--- config.mk ---
export PLATFORM = sky130hd
export DESIGN_NAME = ct_idu_is_aiq_lch_sel
export DESIGN_NICKNAME = d
export VERILOG_FILES = /design/src/rtl/ct_idu_is_aiq_lch_sel.sv
export SDC_FILE = /design/constraint.sdc
export NUM_CORES = 1
export LEC_CHECK = 0
export CORE_MARGIN = 2
export CORE_UTILIZATION = 30
export DETAILED_ROUTE_END_ITERATION = 8
export PLACE_DENSITY = 0.87
export SYNTH_ARGS = -nofsm -noshare
export SYNTH_HDL_FRONTEND = slang
export SYNTH_SLANG_ARGS = --single-unit
export TNS_END_PERCENT = 10
--- constraint.sdc ---
create_clock -name cpuclk_i -period 2.3 [get_ports cpuclk_i]
set_clock_uncertainty 0.05 [all_clocks]
set_input_delay 0.345 -clock cpuclk_i [delete_from_list [all_inputs] [get_ports cpuclk_i]]
set_output_delay 0.345 -clock cpuclk_i [all_outputs]
set_load 0.01 [all_outputs]
--- src/rtl/ct_idu_is_aiq_lch_sel.sv ---
// ct_idu_is_aiq_lch_sel: oldest-ready AIQ entry select feeding an IS->RF launch pipe with freeze tracking
module ct_idu_is_aiq_lch_sel #(
  parameter int ENTRY = 8,
  parameter int SRC   = 3
) (
  input  logic                     cpuclk_i,
  input  logic                     cpurst_b_i,
  input  logic                     rtu_idu_flush_is_i,
  input  logic [ENTRY-1:0]         entry_vld_i,
  input  logic [ENTRY*SRC-1:0]     entry_lch_rdy_i,
  input  logic [ENTRY*ENTRY-1:0]   entry_age_vec_i,
  input  logic                     rf_stall_i,
  input  logic                     rf_lch_fail_i,
  output logic [ENTRY-1:0]         is_sel_entry_o,
  output logic                     rf_vld_o,
  output logic [ENTRY-1:0]         rf_entry_o,
  output logic [ENTRY-1:0]         rf_pop_entry_o,
  output logic [ENTRY-1:0]         entry_frz_o
);
  logic [ENTRY-1:0] rdy, sel, done_mask;
  logic [ENTRY-1:0] rf_entry_q, rf_entry_d, frz_q, frz_d;
  logic             rf_vld_q, rf_vld_d, rf_hold, rf_done;

  for (genvar i = 0; i < ENTRY; i++) begin : g_sel
    assign rdy[i] = entry_vld_i[i] & ~frz_q[i] & (&entry_lch_rdy_i[i*SRC+:SRC]);
    assign sel[i] = rdy[i] & ~|(rdy & entry_age_vec_i[i*ENTRY+:ENTRY]);
  end

  assign rf_hold        = rf_vld_q & rf_stall_i;
  assign rf_done        = rf_vld_q & ~rf_stall_i;
  assign is_sel_entry_o = sel & {ENTRY{~rf_hold & ~rtu_idu_flush_is_i}};
  assign rf_pop_entry_o = rf_entry_q & {ENTRY{rf_done & ~rf_lch_fail_i}};
  assign done_mask      = rf_entry_q & {ENTRY{rf_done}};
  assign rf_vld_o       = rf_vld_q;
  assign rf_entry_o     = rf_entry_q;
  assign entry_frz_o    = frz_q;

  // Next state: flush kills the pipe and all freezes; a stall holds the pipe; a launch outcome (ok or fail) unfreezes its entry
  always_comb begin
    rf_vld_d   = rtu_idu_flush_is_i ? 1'b0 : rf_hold ? rf_vld_q : |is_sel_entry_o;
    rf_entry_d = rtu_idu_flush_is_i ? '0 : rf_hold ? rf_entry_q : is_sel_entry_o;
    frz_d      = rtu_idu_flush_is_i ? '0 : is_sel_entry_o | (frz_q & ~done_mask & entry_vld_i);
  end

  // State registers with asynchronous reset
  always_ff @(posedge cpuclk_i or negedge cpurst_b_i) begin
    if (!cpurst_b_i) begin
      rf_vld_q   <= 1'b0;
      rf_entry_q <= '0;
      frz_q      <= '0;
    end else begin
      rf_vld_q   <= rf_vld_d;
      rf_entry_q <= rf_entry_d;
      frz_q      <= frz_d;
    end
  end

  // A consistent age order can never leave two ready entries both looking oldest
  assert property (@(posedge cpuclk_i) disable iff (!cpurst_b_i) $onehot0(sel))
    else $error("age matrix inconsistent: multiple entries selected");
endmodule

# Word level (Yosys, flattened, before mapping)
# Cells that the tools add are included.
# W data, S select, Z words.
[totals] register_bits=17 latchBits=0 mem_bits_rw=0 mem_bits_ro=0 in_bits=101 out_inout_bits=33 n_memories=0
[op_classes] add_sub_neg=0 multipliers=0 div=0 n_lt_le_gt_ge=0 eq_ne=1 shifts=0 mux=5 n_bitwise=55 n_reduce_logical=25
[ops] cell="$and A8 B8 Y8" n=13
[ops] cell="$reduce_or A8 Y1" n=9
[ops] cell="$and A1 B1 Y1" n=28
[ops] cell="$mux W8" n=3
[ops] cell="$reduce_and A3 Y1" n=8
[ops] cell="$not A1 Y1" n=12
[ops] cell="$logic_not A1 Y1" n=8
[ops] cell="$not A8 Y8" n=1
[ops] cell="$or A8 B8 Y8" n=1
[ops] cell="$mux W1" n=2
[ops] cell="$ne A2 B2 Y1 const B" n=1

# Longest topological paths before layout
# Gate-level depths: netlist of run 1.
[logic_depth] ltp_word=11 mapped_depth=7 mapped_depth_nobuf=6

# Worst setup path before layout of run 1
# No wires, ideal clock.
[synth_timing] kind="register to output" from="register frz_q[7] (netlist: entry_frz_o[7])" to="output port is_sel_entry_o[7]" arrival_ps=1512 required_ps=1905 path_slack_ps=393 stages_incl_launch_ff=6 cell_sequence="dfrtp_1 -> and4b_1 -> and2_1 -> nand3_1 -> a2111o_1 -> inv_1"
[synth_via] elab_chain_len=8
[synth_rtl] element="start: declaration" line_no="21" source="logic [ENTRY-1:0] rf_entry_q, rf_entry_d, frz_q, frz_d;"
[synth_rtl] element="start signal: assignment" line_no="54" source="frz_q <= frz_d;"
[synth_rtl] element="$not A1 Y1 *" line_no="25" source="assign rdy[i] = entry_vld_i[i] & ~frz_q[i] & (&entry_lch_rdy_i[i*SRC+:SRC]);"
[synth_rtl] element="$and A1 B1 Y1 * (2 in series)" line_no="25"
[synth_rtl] element="$and A8 B8 Y8" line_no="26" source="assign sel[i] = rdy[i] & ~|(rdy & entry_age_vec_i[i*ENTRY+:ENTRY]);"
[synth_rtl] element="$reduce_or A8 Y1" line_no="26"
[synth_rtl] element="$logic_not A1 Y1" line_no="26"
[synth_rtl] element="$and A1 B1 Y1 *" line_no="26"
[synth_rtl] element="$and A8 B8 Y8 *" line_no="31" source="assign is_sel_entry_o = sel & {ENTRY{~rf_hold & ~rtu_idu_flush_is_i}};"
[synth_rtl] element="end: declaration" line_no="14" source="output logic [ENTRY-1:0] is_sel_entry_o,"
# Mark *: on every way between the ends. The rest lies on a longest branch, timed or not.

# Worst setup path in the final report of run 1
[layout_timing] from="input port rtu_idu_flush_is_i" to="output port is_sel_entry_o[6]"
[layout_via] elab_chain_len=3
[layout_rtl] element="start: declaration" line_no="8" source="input logic rtu_idu_flush_is_i,"
[layout_rtl] element="$not A1 Y1" line_no="31"
[layout_rtl] element="$and A1 B1 Y1" line_no="31"
[layout_rtl] element="$and A8 B8 Y8" line_no="31"
# Every way passes these cells.

==> summary.md, run 1 <==
| Metric | Value |
|---|---|
| Status | `complete, no violations` |
| Drt drc | `0` |
| Hold_ws | `between 400 and 500 ps` |
| Number of synthesized flops with an enable pin | `0` |
| Post-synth net total | `251` |
| Hold WC Path Type | `in -> reg` |
| Via density | `5.15` |
| First-pass GRT wire length | `around 10 mm` |
| Setup crit end kind | `output port` |
| Ant. Diodes | `0` |
| Worst Max-Slew Pin Slew | `~760 ps` |
| Synth unique cells | `34` |
| Ys flop type | `dfrtp_1` |
| Worst setup path category | `in -> out` |
| Synth Instances | `150` |
| Yosys reg bits | `17` |
| Adder-Cell Fraction of Synth Area | `0%` |
| Syn Std Cell Area | `~1300 um2` |
| CP max FO | `4` |
| Post-synthesis mux area share | `0%` |
| Tmin final | `around 2300 ps` |
| Root Buffer | `clkbuf_8` |
| I/O pin count | `~130` |
| Max Root-Sink Buffers | `2` |
| Post-synthesis xor/xnor area fraction | `0%` |
| Max Clock Freq | `0.444 GHz` |
| Post-route total power | `between 800 and 900 uW` |
| CP startpoint kind | `input port` |
| Routed Antenna Nets | `0` |
| Seq/Total Area, Yosys | `approximately a third` |
| Hold Path Depth | `3` |
| Global Route Usage Sum | `about 25%` |
| Die W | `70.9 um` |
| Max-slew headroom | `between 40% and 50%` |
| Setup violations, final | `0` |
| Routability Congestion | `about 0.85` |
| Worst IR Drop VDD | `a little under 0.3 mV` |
| R2R setup slack | `240 ps` |
| Core area | `between 4000 and 5000 um2` |
| CP arrival | `1860 ps` |
| Num CTS Buffers | `3` |
| Pleak | `1.58 nW` |
| Commonest cells post-synth | `nand2_1 (18), dfrtp_1 (17), nand3_1 (16), nor2_1 (14), and2_1 (11)` |
| Synth Area in Simple Gates | `around two fifths` |
| Pwr per Cell Area | `around 260 nW/um2` |
| Initial Util | `31.0%` |
| Via count | `1,983` |
| Gr ovfl total | `0` |
| Final period util | `between 90% and 100%` |
| Cell Rows | `24` |
| Die height | `a little over 70 um` |
| Share of the synthesized area in the top cell type | `31.7%` |
| RSZ-0062 raised after global routing | `yes` |
| IO Port Bufs | `between 100 and 150` |
| Slew Viols, Final | `0` |
| Required @ worst endpoint | `between 1500 and 2000 ps` |
| Worst reg2reg path depth | `8` |
| Clock transition at path regs | `about 70 ps` |
| Avg Inst Size Synth | `approximately 9 um2` |
| Nets | `435` |
| Drt first pass iters | `4` |
| Syn. warnings | `0` |
| P&R area growth vs syn | `143%` |
| H-tree depth | `1` |
| Vias in the first global route | `approximately 2,000` |
| Count leader, synth | `nand2_1` |
| Final Hold Fails | `0` |
| Largest net degree at the start of global routing | `18` |
| Clock sinks | `17` |
| Share of cells above drive strength 1 | `roughly 28%` |
| Hold Buf Count CTS | `0` |
| Max-cap violations | `0` |
| Post-DP HPWL | `roughly 5.4 mm` |
| Full die area | `5020 um2` |
| Area leader, netlist | `dfrtp_1` |
| Drt wl/cell | `around 17 um` |
| Compound-cell area share of the yosys netlist | `a little over a quarter` |
| Synth area leaders | `dfrtp_1 (32%), nand3_1 (6.0%), and2_1 (5.1%)` |
| Worst skew pair latency | `approximately 240 ps` |
| Largest family of logic cells by synthesized area | `simple AND/OR/NAND/NOR gates` |
| Ys async rst share | `100%` |
| CTS tree | `yes` |
| Post-Route WL | `~6.7 mm` |
| DRT iter0 DRCs | `99` |
| Initial antenna violation count | `0` |
area by class of cell:
class / instances / area, um2
repair buffers: 182 / 1710
fillers: 329 / 1060
multi-input cells: 129 / 1010
flip-flops and latches: 17 / 425
well taps: 52 / 65.1
clock buffers: 4 / 45.0
inverters: 1 / 3.75
repair_timing:
action | CTS | global route
pin swaps | 16 | 16
resized for setup | 65 | 27
setup buffers | 1 | 2
setup endpoints to repair | 17 | 8
cloned | 0 | 0
registers in the layout (all words and copies together) (netlist names):
signal       count
rf_vld_o         1
rf_entry_o       8
entry_frz_o      8
report_power, final:
| part | switching (mW) | total [mW] | leakage (nW) | internal [mW] |
|---|---|---|---|---|
| logic | 0.105 | 0.317 | 1.32 | 0.212 |
| clock network | 0.0935 | 0.216 | 0.0228 | 0.122 |
| registers | 0.00261 | 0.305 | 0.237 | 0.302 |
routing by layer:
metal	vias to the layer above	track usage (%)	share of wire, %
met3	6	4.99	7.8
met4	0	4.19	0.76
met1	920	30.9	40
met5	-	0	0
met2	99	45.8	51
li1	958	-	-
kinds of logic after synthesis:
| logic type | count (synthesis) |
|---|---|
| AND/OR/NAND/NOR | 92 |
| AO/OA/AOI/OAI | 37 |
| buffers and inverters | 4 |
| flip-flops | 17 |
worst max-delay path: stages:
cell and delay (ps):
clkdlybuf4s50_1 410, a21o_1 230, buf_6 160, nor2_4 100, nand2_4 60, a2111oi_4 340
buf_2 200
cell usage in the layout, fill, tap and decap left out, types with 2 or more instances in the layout:
cell             count
a2111o_1             2
a2111oi_4            4
a21o_1               8
a22o_1               4
a22o_4               2
a22oi_1              4
a31oi_1              7
and2_1               9
and2_4               4
and3_1               6
and3_4               3
and4b_2              5
buf_2                5
buf_4               43
buf_6                9
clkbuf_8             3
clkdlybuf4s50_1    101
dfrtp_1             17
dlygate4sd2_1       13
dlymetal6s2s_1      11
nand2_1             17
nand3_1             15
nand4_1              6
nor2_1              11
nor2_2               2
nor2_4               2
path summary, 6_finish.rpt:
kind,start,to
setup / recovery,rtu_idu_flush_is_i,is_sel_entry_o[6]
hold / removal,entry_vld_i[7],entry_frz_o[7]
setup reg to reg,entry_frz_o[2],rf_vld_o
hold reg to reg,rf_entry_o[6],rf_entry_o[6]
max in group asynchronous,cpurst_b_i,rf_vld_o
min in group asynchronous,cpurst_b_i,entry_frz_o[7]
through the flow:
stage               cell area (um2)  utilization, %  cells  worst slack, ps  setup TNS (ps)
floorplan                      1340               -    150              393               0
global placement               3060            70.9    378             -572           -5160
detailed placement             3060            70.9    378             -537           -5940
CTS                            3140            72.7    383             -111            -420
global route                   3260            75.4    385            -38.8           -77.4
finish                         3260            75.4    385             47.4               0
Note: power is estimated with default switching activity, not from simulation.
==> run 2: changes to the inputs <==
- CELL_PAD_IN_SITES_DETAIL_PLACEMENT: unset -> 0
- CELL_PAD_IN_SITES_GLOBAL_PLACEMENT: unset -> 2
- CORE_UTILIZATION: 30 -> 14
- PLACE_DENSITY: 0.87 -> 0.84
==> run 2 against run 1 <==
Compared with the run above:
- global-route usage fell by 11 points
- non-clock buffer count rose by 3
- the run now ends with setup timing left
- via count is 0.55% higher
==> summary.md, run 2 (synthesis results as in run 1) <==
| Metric | Value |
|---|---|
| Status | `finished, violations left` |
| Failing checks | `setup timing` |
| Post-route total power | `roughly 850 uW` |
| Final Hold Fails | `0` |
| CTS tree | `yes` |
| Drt wl/cell | `16.8 um` |
| Drt first pass iters | `4` |
| RSZ-0062 raised after global routing | `yes` |
| Max incr delay on CP | `approximately 400 ps` |
| Commonest non-fill, non-tap cell in the layout | `clkdlybuf4s50_1` |
| P&R area growth vs syn | `151%` |
| Cell Count, Final, Fillers Out | `around 470` |
| Pre-CTS WS | `-843 ps` |
| Tmin final | `around 2400 ps` |
| Worst skew pair latency | `~250 ps` |
| Largest net degree at the start of global routing | `18` |
| Pleak | `between 1.5 and 2 nW` |
| CP startpoint kind | `input port` |
| Hold Buf Count CTS | `0` |
| H-tree depth | `1` |
| Core area | `around 9300 um2` |
| Cell Int Power | `around 640 uW` |
| Root Buffer | `clkbuf_8` |
| Post-DP HPWL | `6.53 mm` |
| Full die area | `about 10,000 um2` |
| DRT iter0 DRCs | `42` |
| Hold WC Path Type | `in -> reg` |
| Initial antenna violation count | `0` |
| DP Area | `3170 um2` |
| Fillcell total | `between 900 and 1,000` |
| Die height | `approximately 100 um` |
| I/O pin count | `134` |
| Vias in the first global route | `roughly 2,100` |
| Num CTS Buffers | `3` |
| Clock power share | `a little over a quarter` |
| Worst Slack Setup Final | `-89.9 ps` |
| CP max FO | `3` |
| Gr ovfl total | `0` |
| Pwr per Cell Area | `252 nW/um2` |
| Final period util | `104%` |
| Drt drc | `0` |
| Initial Util | `14.4%` |
| Critical path's slowest cell | `a2111oi_4` |
| Flop pwr share | `a little over a third` |
| Switching pwr | `about 210 uW` |
| Dpl cells | `about 460` |
| Routability Congestion | `slightly above 0.8` |
| Final instance area | `about 3400 um2` |
| Clock sinks | `17` |
| Nets | `~440` |
| Max-cap violations | `0` |
| Sw Ratio | `25.2%` |
| Share of cells above drive strength 1 | `~29%` |
| Global Route Usage Sum | `between 10% and 20%` |
| CP arrival | `around 2000 ps` |
| Combinational power share | `between 30% and 40%` |
| IO Port Bufs | `between 100 and 150` |
| Hold_ws | `around 360 ps` |
| First-pass GRT wire length | `~11 mm` |
| WP buf/inv | `3` |
| Max Root-Sink Buffers | `2` |
| Ant. Diodes | `0` |
| Die W | `102 um` |
| Clock transition at path regs | `around 70 ps` |
| Required @ worst endpoint | `between 1500 and 2000 ps` |
| Via density | `4.29` |
| Via count | `around 2,000` |
| Crit-path cells | `clkdlybuf4s50_1 > and4b_2 > buf_6 > nand3_2 > nand4_1 > a2111oi_4 > buf_2` |
| Max Clock Freq | `around 0.42 GHz` |
| Most frequent cells in the layout | `clkdlybuf4s50_1 (101), buf_4 (47), nand2_1 (18), dlygate4sd2_1 (18), dfrtp_1 (17)` |
| Setup violations, final | `5` |
| Slew Viols, Final | `0` |
| Cell Rows | `35` |
| Critical path's top delay family | `buffers and inverters` |
| Worst Max-Slew Pin Slew | `between 700 and 800 ps` |
| Worst IR Drop VDD | `around 0.14 mV` |
| Post-Route WL | `~7.8 mm` |
| Worst setup path category | `in -> out` |
| Setup crit end kind | `output port` |
| Routed Antenna Nets | `0` |
| Max-slew headroom | `approximately 49%` |
-- run 2: repair_timing --
item	in CTS	in global routing
buffers inserted	3	2
resized for setup	74	18
endpoints found under the setup margin	18	9
gates cloned	0	0
pin swaps	17	13
-- run 2: final cells by class --
cell class	instances	area, um2	share of cell area, %
timing repair buffer	185	1710	50.6
multi-input combinational	129	1030	30.6
sequential	17	425	12.6
clock buffer	4	45.0	1.34
inverter	1	3.75	0.111
tap	129	161	4.78
-- run 2: per-stage QoR --
stage	TNS, ps	util [%]
finish	-282	36.3
floorplan	0	-
detailed placement	-7230	34.1
CTS	-633	35.3
global placement	-7300	34.1
global route	-769	36.3
-- run 2: worst paths after layout --
| check | start | endpoint | slack, ps | cells past startpoint |
|---|---|---|---|---|
| worst max-delay path | entry_lch_rdy_i[22] | is_sel_entry_o[1] | -90 | 7 |
| worst min-delay path | entry_vld_i[7] | entry_frz_o[7] | 360 | 3 |
| worst max register to register | entry_frz_o[4] | rf_vld_o | 180 | 10 |
| worst min register to register | rf_entry_o[0] | rf_entry_o[0] | 480 | 1 |
| max in group asynchronous | cpurst_b_i | entry_frz_o[3] | 1220 | 1 |
| min in group asynchronous | cpurst_b_i | rf_entry_o[5] | 490 | 1 |
-- run 2: routing by layer --
layer  track usage [%]  share of wire, %  wire, um  up-vias
met4              3.90               2.2       172        0
met5                 0                 0         0        -
met2              24.6                46      3590       97
li1                  -                 -         -      960
met3              2.74               7.9       621       14
met1              17.7                44      3450      923
-- run 2: power groups by stage --
stage / clock, mW / sequential, mW / combinational, mW
detailed placement: 0 / 0.310 / 0.305
floorplan: 0 / 0.312 / 0.0519
global placement: 0 / 0.310 / 0.306
global route: 0.251 / 0.305 / 0.339
CTS: 0.236 / 0.305 / 0.314
finish: 0.226 / 0.305 / 0.321
-- run 2: worst register-to-register path, stage by stage, from the launching register on --
cell	delay (ps)
dfrtp_1	380
and4b_2	340
and2_4	190
buf_4	110
buf_4	100
a22oi_1	70
and3_4	170
buf_4	140
nor3_1	190
buf_4	150
a41oi_2	100
